File: config.mk
export PLATFORM = sky130hd
export DESIGN_NAME = sync_fifo_flags
export DESIGN_NICKNAME = d
export VERILOG_FILES = /design/src/rtl/sync_fifo_flags.sv
export SDC_FILE = /design/constraint.sdc
export NUM_CORES = 1
export LEC_CHECK = 0
export CAP_MARGIN = 20
export CORE_MARGIN = 5
export CORE_UTILIZATION = 55
export CTS_BUF_LIST = sky130_fd_sc_hd__clkbuf_8 sky130_fd_sc_hd__clkbuf_16
export DETAILED_ROUTE_END_ITERATION = 10
export PLACE_DENSITY = 0.78
export REMOVE_ABC_BUFFERS = 1
export SETUP_SLACK_MARGIN = 0.02
export SLEW_MARGIN = 20
export SYNTH_ARGS = -nofsm -noshare
export SYNTH_HDL_FRONTEND = slang
export SYNTH_SLANG_ARGS = --single-unit
File: constraint.sdc
create_clock -name clk_in -period 3.1 [get_ports clk_in]
set_clock_uncertainty 0.2 [all_clocks]
set_input_delay 0.62 -clock clk_in [delete_from_list [all_inputs] [get_ports clk_in]]
set_output_delay 0.62 -clock clk_in [all_outputs]
set_load 0.005 [all_outputs]
File: src/rtl/sync_fifo_flags.sv
// Single-clock parametrised FIFO with occupancy count, programmable almost-full/empty
// thresholds, sticky overflow/underflow flags and optional first-word-fall-through read.
module sync_fifo_flags #(
    parameter int WIDTH     = 4,
    parameter int DEPTH     = 8,
    parameter int AF_THRESH = DEPTH - 2,
    parameter int AE_THRESH = 2,
    parameter int FWFT      = 0
) (
    input  logic                     clk_in,
    input  logic                     rst_n,
    input  logic                     wr_rq,
    input  logic                     rd_rq,
    input  logic [WIDTH-1:0]         wdata,
    input  logic                     clr_err,
    output logic [WIDTH-1:0]         rdata,
    output logic                     full,
    output logic                     empty,
    output logic                     almost_full,
    output logic                     almost_empty,
    output logic [$clog2(DEPTH):0]   count,
    output logic                     overflow,
    output logic                     underflow
);

    localparam int AW = $clog2(DEPTH);
    localparam int CW = AW + 1;

    logic [WIDTH-1:0] r_mem [DEPTH];
    logic [AW-1:0]    r_wptr;
    logic [AW-1:0]    r_rptr;
    logic [CW-1:0]    r_count;
    logic             r_overflow;
    logic             r_underflow;

    logic             w_full;
    logic             w_empty;
    logic             w_wr_acc;
    logic             w_rd_acc;
    logic [CW-1:0]    w_count_next;

    // Flags come purely from the registered count, so they never see wr_rq/rd_rq.
    assign w_full   = (r_count == CW'(DEPTH));
    assign w_empty  = (r_count == '0);
    assign w_wr_acc = wr_rq && !w_full;
    assign w_rd_acc = rd_rq && !w_empty;

    always_comb begin
        w_count_next = r_count;
        case ({w_wr_acc, w_rd_acc})
            2'b10:   w_count_next = r_count + CW'(1);
            2'b01:   w_count_next = r_count - CW'(1);
            default: w_count_next = r_count;
        endcase
    end

    // Storage has no reset so it can map onto RAM primitives.
    always_ff @(posedge clk_in) begin
        if (w_wr_acc) begin
            r_mem[r_wptr] <= wdata;
        end
    end

    always_ff @(posedge clk_in or negedge rst_n) begin
        if (!rst_n) begin
            r_wptr  <= '0;
            r_rptr  <= '0;
            r_count <= '0;
        end else begin
            if (w_wr_acc) begin
                r_wptr <= r_wptr + AW'(1);
            end
            if (w_rd_acc) begin
                r_rptr <= r_rptr + AW'(1);
            end
            r_count <= w_count_next;
        end
    end

    // A fresh error on the same edge as clr_err wins, so the flag is never lost.
    always_ff @(posedge clk_in or negedge rst_n) begin
        if (!rst_n) begin
            r_overflow  <= 1'b0;
            r_underflow <= 1'b0;
        end else begin
            if (wr_rq && w_full) begin
                r_overflow <= 1'b1;
            end else if (clr_err) begin
                r_overflow <= 1'b0;
            end
            if (rd_rq && w_empty) begin
                r_underflow <= 1'b1;
            end else if (clr_err) begin
                r_underflow <= 1'b0;
            end
        end
    end

    generate
        if (FWFT != 0) begin : g_fwft
            assign rdata = r_mem[r_rptr];
        end else begin : g_std
            logic [WIDTH-1:0] r_rdata;
            always_ff @(posedge clk_in or negedge rst_n) begin
                if (!rst_n) begin
                    r_rdata <= '0;
                end else if (w_rd_acc) begin
                    r_rdata <= r_mem[r_rptr];
                end
            end
            assign rdata = r_rdata;
        end
    endgenerate

    assign full         = w_full;
    assign empty        = w_empty;
    assign almost_full  = (r_count >= CW'(AF_THRESH));
    assign almost_empty = (r_count <= CW'(AE_THRESH));
    assign count        = r_count;
    assign overflow     = r_overflow;
    assign underflow    = r_underflow;

endmodule

# After elaboration in Yosys (flattened, before gate mapping)
# Memories as Yosys holds them, arrays and structs flattened. A register that Yosys moved wholly into a read port is not among the register bits.
# Index checks and enable logic that the tools add are counted.
[classes]
n_eq_ne = 3
addsub = 4
n_lt_le_gt_ge = 2
muxes = 6
reduce_logical = 11
[op_table]
columns = ["operator", "count"]
rows = [
  ["case mux 4 bit (2 select lines)", 1],
  ["adder 3 x 1 -> 3 bit (second input constant)", 2],
  ["nonzero test 2 bit", 3],
  ["2-to-1 mux 1 bit", 5],
  ["adder 4 x 1 -> 4 bit (second input constant)", 1],
  ["== test 4 bit (second input constant)", 1],
  [">= comparator 4 x 3 -> 1 bit (second input constant)", 1],
  ["<= comparator 4 x 2 -> 1 bit (second input constant)", 1],
  ["logical AND 1 bit", 4],
  ["zero test 4 bit", 1],
  ["subtractor 4 x 1 -> 4 bit (second input constant)", 1],
  ["zero test 1 bit", 3],
  ["== test 2 x 1 -> 1 bit (second input constant)", 1],
  ["== test 2 bit (second input constant)", 1],
]
[word_totals]
reg_bits = 12
in_bits = 9
ram_bits = 32
elab_cells = 32
output_inout_bits = 14
memories = 1
[memory_table]
columns = ["name", "depth", "width", "rd", "rd_ports_with_merged_regs", "write_ports", "line_no", "source"]
rows = [
  ["r_mem", 8, 4, 1, 1, 1, "29", "logic [WIDTH-1:0] r_mem [DEPTH];"],
]

# Depth between registers and ports, before layout
# Gate-level depths: netlist (run 1).
[logic_depth]
ltp_word = 5
depth_mapped = 11
depth_no_buf = 10

# Worst setup path before layout (run 1)
# No wires, ideal clock.
[synth_timing]
kind = "reg2reg"
start = "register r_count[1] (netlist: count[1])"
end = "register r_count[2] (netlist: count[2])"
setup_time_ns = 0.132
setup_slack_ns = 0.615
n_path_buf = 1
path_stages_with_launch = 12
t_arrival_ns = 2.153
synth_period_minus_slack_ns = 2.485
required_ns = 2.768
path_cell_list = "dfrtp_1 buf_2 nor4_2 nand2b_1 inv_2 ha_1 xor2_1 ha_1 a21oi_1 xor2_1 nor2_1 xor2_1"
[synth_via]
elab_chain_cells = 5
word_cells_on_any_way = 12
cone_classes = "add/sub (2); eq/ne (3); mux (1); reduce/logical (6)"
[synth_lines]
columns = ["item", "line_no", "source"]
rows = [
  ["start: declaration", "32", "logic [CW-1:0] r_count;"],
  ["start signal: assignment", "76", "r_count <= w_count_next;"],
  ["zero test 4 bit (*)", "44", "assign w_empty = (r_count == '0);"],
  ["net empty", "18", "output logic empty,"],
  ["zero test 1 bit (*)", "46", "assign w_rd_acc = rd_rq && !w_empty;"],
  ["logical AND 1 bit (*)", "46", ""],
  ["net w_rd_acc", "39", "logic w_rd_acc;"],
  ["== test 2 x 1 -> 1 bit / == test 2 bit (equally long branches)", "50", "case ({w_wr_acc, w_rd_acc})"],
  ["case mux 4 bit (2 select lines) / nonzero test 2 bit (equally long branches)", "--", ""],
]
# The timed path passes the listed nets; every way through them passes the cells marked *.
# A chain may end at the register's enable or synchronous reset.

# Worst setup path after layout (run 1)
[layout_timing]
start = "register r_count[0] (netlist: count[0])"
end = "register r_count[2] (netlist: count[2])"
[layout_via]
elab_chain_cells = 5
word_cells_on_any_way = 12
cone_classes = "add/sub (2); eq/ne (3); mux (1); reduce/logical (6)"
[layout_lines]
columns = ["item", "line_no"]
rows = [
  ["zero test 4 bit (*)", "44"],
  ["zero test 1 bit (*)", "46"],
  ["logical AND 1 bit (*)", "46"],
  ["net w_rd_acc", "39"],
  ["== test 2 x 1 -> 1 bit / == test 2 bit (equally long branches)", "50"],
  ["case mux 4 bit (2 select lines) / nonzero test 2 bit (equally long branches)", "--"],
]
# Marks and branches as above.

==> reports/metrics.cfg, run 1 <==
[status]
status = finished, final reports clean

[routing]
drtPass1Iterations = 4
drtIter0Drc = 61
vias = 1157
viasPerCell = 5.36
wl_per_cell_um = 16.1
drt_wl_total_um = 3480
drc = 0
ant_nets = 0

[sta]
hold-worst-slack_ns = 0.281
rsz0062_at_grt = no
slew_headroom = 0.396
finalCritPeriodShare = 0.847
finalHoldViolCount = 0
period_minus_slack_ns = 2.63
tns_ns = 0
tightest_slew_ns = 0.906
worst_slack_ns = 0.475
max_freq_mhz = 381
slew_viol_final = 0
finalSetupViolations = 0

[synthesis]
yosysMostFrequentCell = edfxtp_1
synthFlopType = edfxtp_1
ys_seq_area_frac = 0.651
ys_warn_count = 0
synth_edf_count = 32
ys_types = 30
netlist_area_um2 = 2090
synthTopCellsByArea = edfxtp_1, dfrtp_1, mux2i_1
syn_avg_cell_area_um2 = 15.1
synth_seq_cells = 48
synth_top_cell_by_area = edfxtp_1
yosys-top-cells-count = edfxtp_1, nand2_1, dfrtp_1, mux2i_1, xnor2_1
async_reset_ff_frac = 0.333
synth_top_area_share = 0.459
synthCells = 139

[floorplanning]
rows = 22
die_w_um = 71.7
design.core.area_um2 = 3660
start_util = 0.571
dieArea_um2 = 5140
ios = 23
die_h_um = 71.7

[clock_network]
htreeDepth = 2
numCtsBuffers = 5
postCtsResizedCells = 0
clk_pin_slew_ns = 0.08
cts_tree = done
cts_buffer_depth = 2
postCtsHoldBufs = 0
clkSinkCount = 48
clk_latency_ns = 0.30
post_cts_buffers = 0
root_buffer = clkbuf_8

[final_layout]
nets = 181
fin_util = 0.672
layout-drive-gt1-share = 0.143
final_cells = 216
multi_input_area_um2 = 664
num-fill-cells = 253
syn_to_final_growth_pct = 17.5
seq_area_um2 = 1360
antenna_cells = 0

[placement]
dpl.cell_count = 208
post-place-ws_ns = 0.210
hpwl_um = 2610
routabilityCongestion = 0.788
io_buffers = 22

[worst_setup_path]
path_class = flip-flop to flip-flop
worst_path_max_delay_cell = dfrtp_1
crit_family = simple AND/OR/NAND/NOR gates
cp.required_ns = 3.08
critical_path.n_buffers_inverters = 1
crit_top_cell = xor2_1
slowest_delay_ns = 0.49
path_cells = nor4_2, nand2b_1, inv_2, ha_1, xor2_1, ha_1, a21oi_1, xor2_1, nor2_1, xor2_1
cp_data_arrival_time_ns = 2.60
worstSetupEndpointType = flip-flop
worstPathMaxFanout = 8
cp-start-kind = flip-flop

[global_route]
grt_overflow = 0
track_usage = 0.151
grt_max_degree = 19
grt_pass1_wl_um = 5760
grt_pass1_vias = 1155
antenna_found_initial = 0

[pwr]
power_leakage_nw = 0.937
peakVddDrop_mv = 0.768
power_density_nw_per_um2 = 911

[hold_path]
hold_class = flip-flop to flip-flop

[flow_run]
maxCapViolCount = 0

==> tightest hold or removal path, cell delays in order, from the launching register on <==
cell	delay (ns)
dfrtp_1	0.35
nand2_1	0.06
o21ai_2	0.05
==> path summary, 6_finish.rpt <==
kind,endpoint,slack (ns),from,depth (start not counted)
min,rdata[1],0.28,rdata[1],2
min in group asynchronous,count[3],0.56,rst_n,1
max in group asynchronous,r_wptr[0],1.66,rst_n,1
max reg2reg,count[2],0.47,count[0],10
max,count[2],0.47,count[0],10
min reg2reg,rdata[1],0.28,rdata[1],2
==> power breakdown <==
part / internal (mW) / leakage, nW / total, mW / switching [mW]
clock network: 0.236 / 0.0593 / 0.429 / 0.193
registers: 0.849 / 0.485 / 1.07 / 0.221
logic: 0.454 / 0.393 / 0.742 / 0.288
==> placed cells by master (no fill, tap or decap), drive strengths merged <==
master,netlist,layout
edfxtp,32,32
nor4bb,1,1
inv,4,5
nor2b,1,1
nand2b,5,5
a21oi,2,2
nand2,17,17
clkbuf,1,5
mux4,4,4
nor4b,1,1
mux2i,16,16
o22ai,1,1
bufinv,0,1
xor2,3,3
nor3,4,4
nor2,4,4
nor3b,1,1
xnor2,6,6
mux2,1,1
buf,4,4
dfrtp,16,16
ha,5,5
a211oi,1,1
clkdlybuf4s50,0,22
o21ai,7,7
nor4,2,2
clkinv,0,1
==> cell type report <==
type / count / area share
clock buffer: 5 / 0.0280
clock inverter: 3 / 0.0158
inverter: 4 / 0.00611
multi-input combinational: 82 / 0.270
sequential: 48 / 0.554
tap: 48 / 0.0244
timing repair buffer: 26 / 0.102
==> state kept, by name, summed over array words and instances, names as in the netlist <==
name	count
rdata	4
r_rptr	3
underflow	1
r_wptr	3
overflow	1
r_mem	32
count	4
==> metrics by stage <==
stage                     power [mW]  cell area, um^2
after global routing            2.38             2460
final                           2.24             2460
after CTS                       2.26             2460
after floorplan                 1.50             2040
after global placement          1.78             2350
after detailed placement        1.83             2350
==> cells by family after synthesis <==
group / count (synthesis) / synth area share
flops: 48 / 0.651
simple gates: 36 / 0.0897
mux: 21 / 0.125
compound gates: 11 / 0.0353
xor+xnor: 9 / 0.0377
buf+inv: 9 / 0.0317
fa+ha+maj: 5 / 0.0299
==> per-layer routing <==
layer / vias up / track usage / share of wire
li1: 566 / - / -
met3: 4 / 0.0533 / 0.054
met2: 25 / 0.229 / 0.48
met4: 0 / 0.0501 / 0.013
met5: - / 0 / 0
met1: 562 / 0.204 / 0.45
Note: power is estimated with default switching activity, not from simulation.
==> run 2, diff against run 1 <==
- CORE_UTILIZATION: 55 -> 50
- PLACE_DENSITY: 0.78 -> 0.75
- clock period: 3.1 -> 2.3 ns (I/O delays scaled with it)
==> run 2 against run 1 <==
The flow now finishes with violations (negative setup slack). Clock power grew 12%. Setup slack got worse by 0.49 ns. Flip-flop and latch count did not move. Global-route usage down 0.51 points. Die area up 8.6%. Cell count grew 11%. Largest cell class unchanged. Largest power group is now combinational logic. Highest routed layer unchanged.
==> reports/metrics.cfg, run 2 (same netlist as run 1, synthesis figures left out) <==
[status]
status = finished, violations left
violations = negative setup slack

[floorplanning]
die_w_um = 74.7  ; +4.2%
ios = 23  ; unchanged
start_util = 0.519  ; -0.0522
die_h_um = 74.7  ; +4.2%
dieArea_um2 = 5580  ; +8.6%
design.core.area_um2 = 4030  ; +10%
rows = 23  ; +4.5%

[global_route]
antenna_found_initial = 0  ; unchanged
grt_overflow = 0  ; unchanged
grt_max_degree = 19  ; unchanged
track_usage = 0.146  ; -0.00513
grt_pass1_vias = 1270  ; +10%
grt_pass1_wl_um = 5950  ; +3.2%

[clock_network]
postCtsHoldBufs = 0  ; unchanged
clk_pin_slew_ns = 0.09  ; about the same
clkSinkCount = 48  ; unchanged
cts_buffer_depth = 2  ; unchanged
htreeDepth = 2  ; unchanged
root_buffer = clkbuf_8
numCtsBuffers = 5  ; unchanged
cts_tree = done
clk_latency_ns = 0.30  ; about the same

[sta]
period_minus_slack_ns = 2.32  ; -0.306 ns
max_freq_mhz = 431  ; +13%
finalHoldViolCount = 0  ; unchanged
tns_ns = -0.0388  ; -0.0388 ns
finalSetupViolations = 2  ; +2
slew_headroom = 0.776  ; +0.380
tightest_slew_ns = 0.336  ; -0.570 ns
slew_viol_final = 0  ; unchanged
worst_slack_ns = -0.0197  ; -0.494 ns
rsz0062_at_grt = yes
hold-worst-slack_ns = 0.266  ; -0.0148 ns
finalCritPeriodShare = 1.01  ; +0.162

[worst_setup_path]
cp.required_ns = 2.29  ; -0.79 ns
path_class = flip-flop to flip-flop
r2r_start = count[2]
worstPathMaxFanout = 4  ; -4
r2r_cells = 10  ; unchanged
crit_start = count[2]
cp_data_arrival_time_ns = 2.31  ; -0.29 ns
crit_end = count[3]
r2r_end = count[3]
worstSetupEndpointType = flip-flop
cp-start-kind = flip-flop
regToRegSetupSlack_ns = -0.02  ; -0.49 ns

[final_layout]
seq_area_um2 = 1360  ; about the same
largest_reg_flops = 32  ; unchanged
regMostFlops = r_mem
syn_to_final_growth_pct = 28.4
multi_input_area_um2 = 737  ; +11%
num-fill-cells = 295  ; +17%
layout-drive-gt1-share = 0.295  ; +0.152
nets = 203  ; +12%
antenna_cells = 0  ; unchanged
final_cells = 240  ; +11%
final_cell_mix = edfxtp_1, buf_4, clkdlybuf4s50_1, nand2_1, mux2i_1
final_common_cell = edfxtp_1
design_area_um2 = 2690  ; +9.3%

[routing]
vias = 1218  ; +5.3%
viasPerCell = 5.08  ; -5.3%
drtIter0Drc = 49  ; -20%
ant_nets = 0  ; unchanged
drc = 0  ; unchanged
wl_per_cell_um = 15.4  ; -4.5%
drt_wl_total_um = 3690  ; +6.2%
drtPass1Iterations = 4  ; unchanged

[placement]
postPlaceCellArea_um2 = 2470  ; +4.9%
routabilityCongestion = 0.803  ; +1.9%
io_buffers = 22  ; unchanged
dpl.cell_count = 225  ; +8.2%
post-place-ws_ns = -0.373  ; -0.583 ns
hpwl_um = 2660  ; +2.2%

[flow_run]
maxCapViolCount = 0  ; unchanged

[pwr]
peakVddDrop_mv = 0.577  ; -25%
power_leakage_nw = 1.06  ; +13%
power_density_nw_per_um2 = 1200  ; +31%

[hold_path]
hold_class = input pin to asynchronous set/reset pin

## run 2: cell type report
class / instances / share of cell area
Clock buffer: 5 / 0.0256
Timing Repair Buffer: 48 / 0.156
Inverter: 4 / 0.00652
Multi-Input combinational cell: 82 / 0.274
Tap cell: 50 / 0.0233
Clock inverter: 3 / 0.00699
Sequential cell: 48 / 0.507
## run 2: through the flow
stage	util	power (mW)
2_1_floorplan	-	2.02
3_3_place_gp	0.612	2.53
3_5_place_dp	0.612	2.59
4_1_cts	0.658	3.17
5_1_grt	0.667	3.41
6_report	0.667	3.21
## run 2: per-layer routing
layer,track usage,vias to the layer above,wire [um]
met5,0,-,0
met4,0.0415,0,14
met3,0.0334,2,182
met2,0.253,27,1880
met1,0.185,586,1620
li1,-,603,-
## run 2: critical path: stages, from the launching register on
cell and delay (ns):
dfrtp_2 0.44, nor4_4 0.32, nand2b_4 0.20, inv_4 0.04, ha_4 0.15, buf_4 0.12, buf_4 0.14, o21ai_1 0.08
nor4bb_2 0.29, a21oi_1 0.09, xnor2_1 0.13
## run 2: how the worst min path moves through the flow
stage	to
2_1_floorplan	count[0]
3_3_place_gp	rdata[2]
3_5_place_dp	rdata[0]
4_1_cts	rdata[3]
5_1_grt	rdata[2]
6_report	overflow
## run 2: timing repair
action / CTS / global route
endpoints found under the setup margin: 5 / 5
gates resized for setup: 16 / 4
setup buffers: 3 / 4
pin swaps: 9 / 6
## run 2: where the power goes
part           switching (mW)  total (mW)  internal [mW]
clock                   0.272       0.482          0.210
combinational           0.599        1.40          0.804
sequential              0.180        1.33           1.15
total                    1.05        3.21           2.16
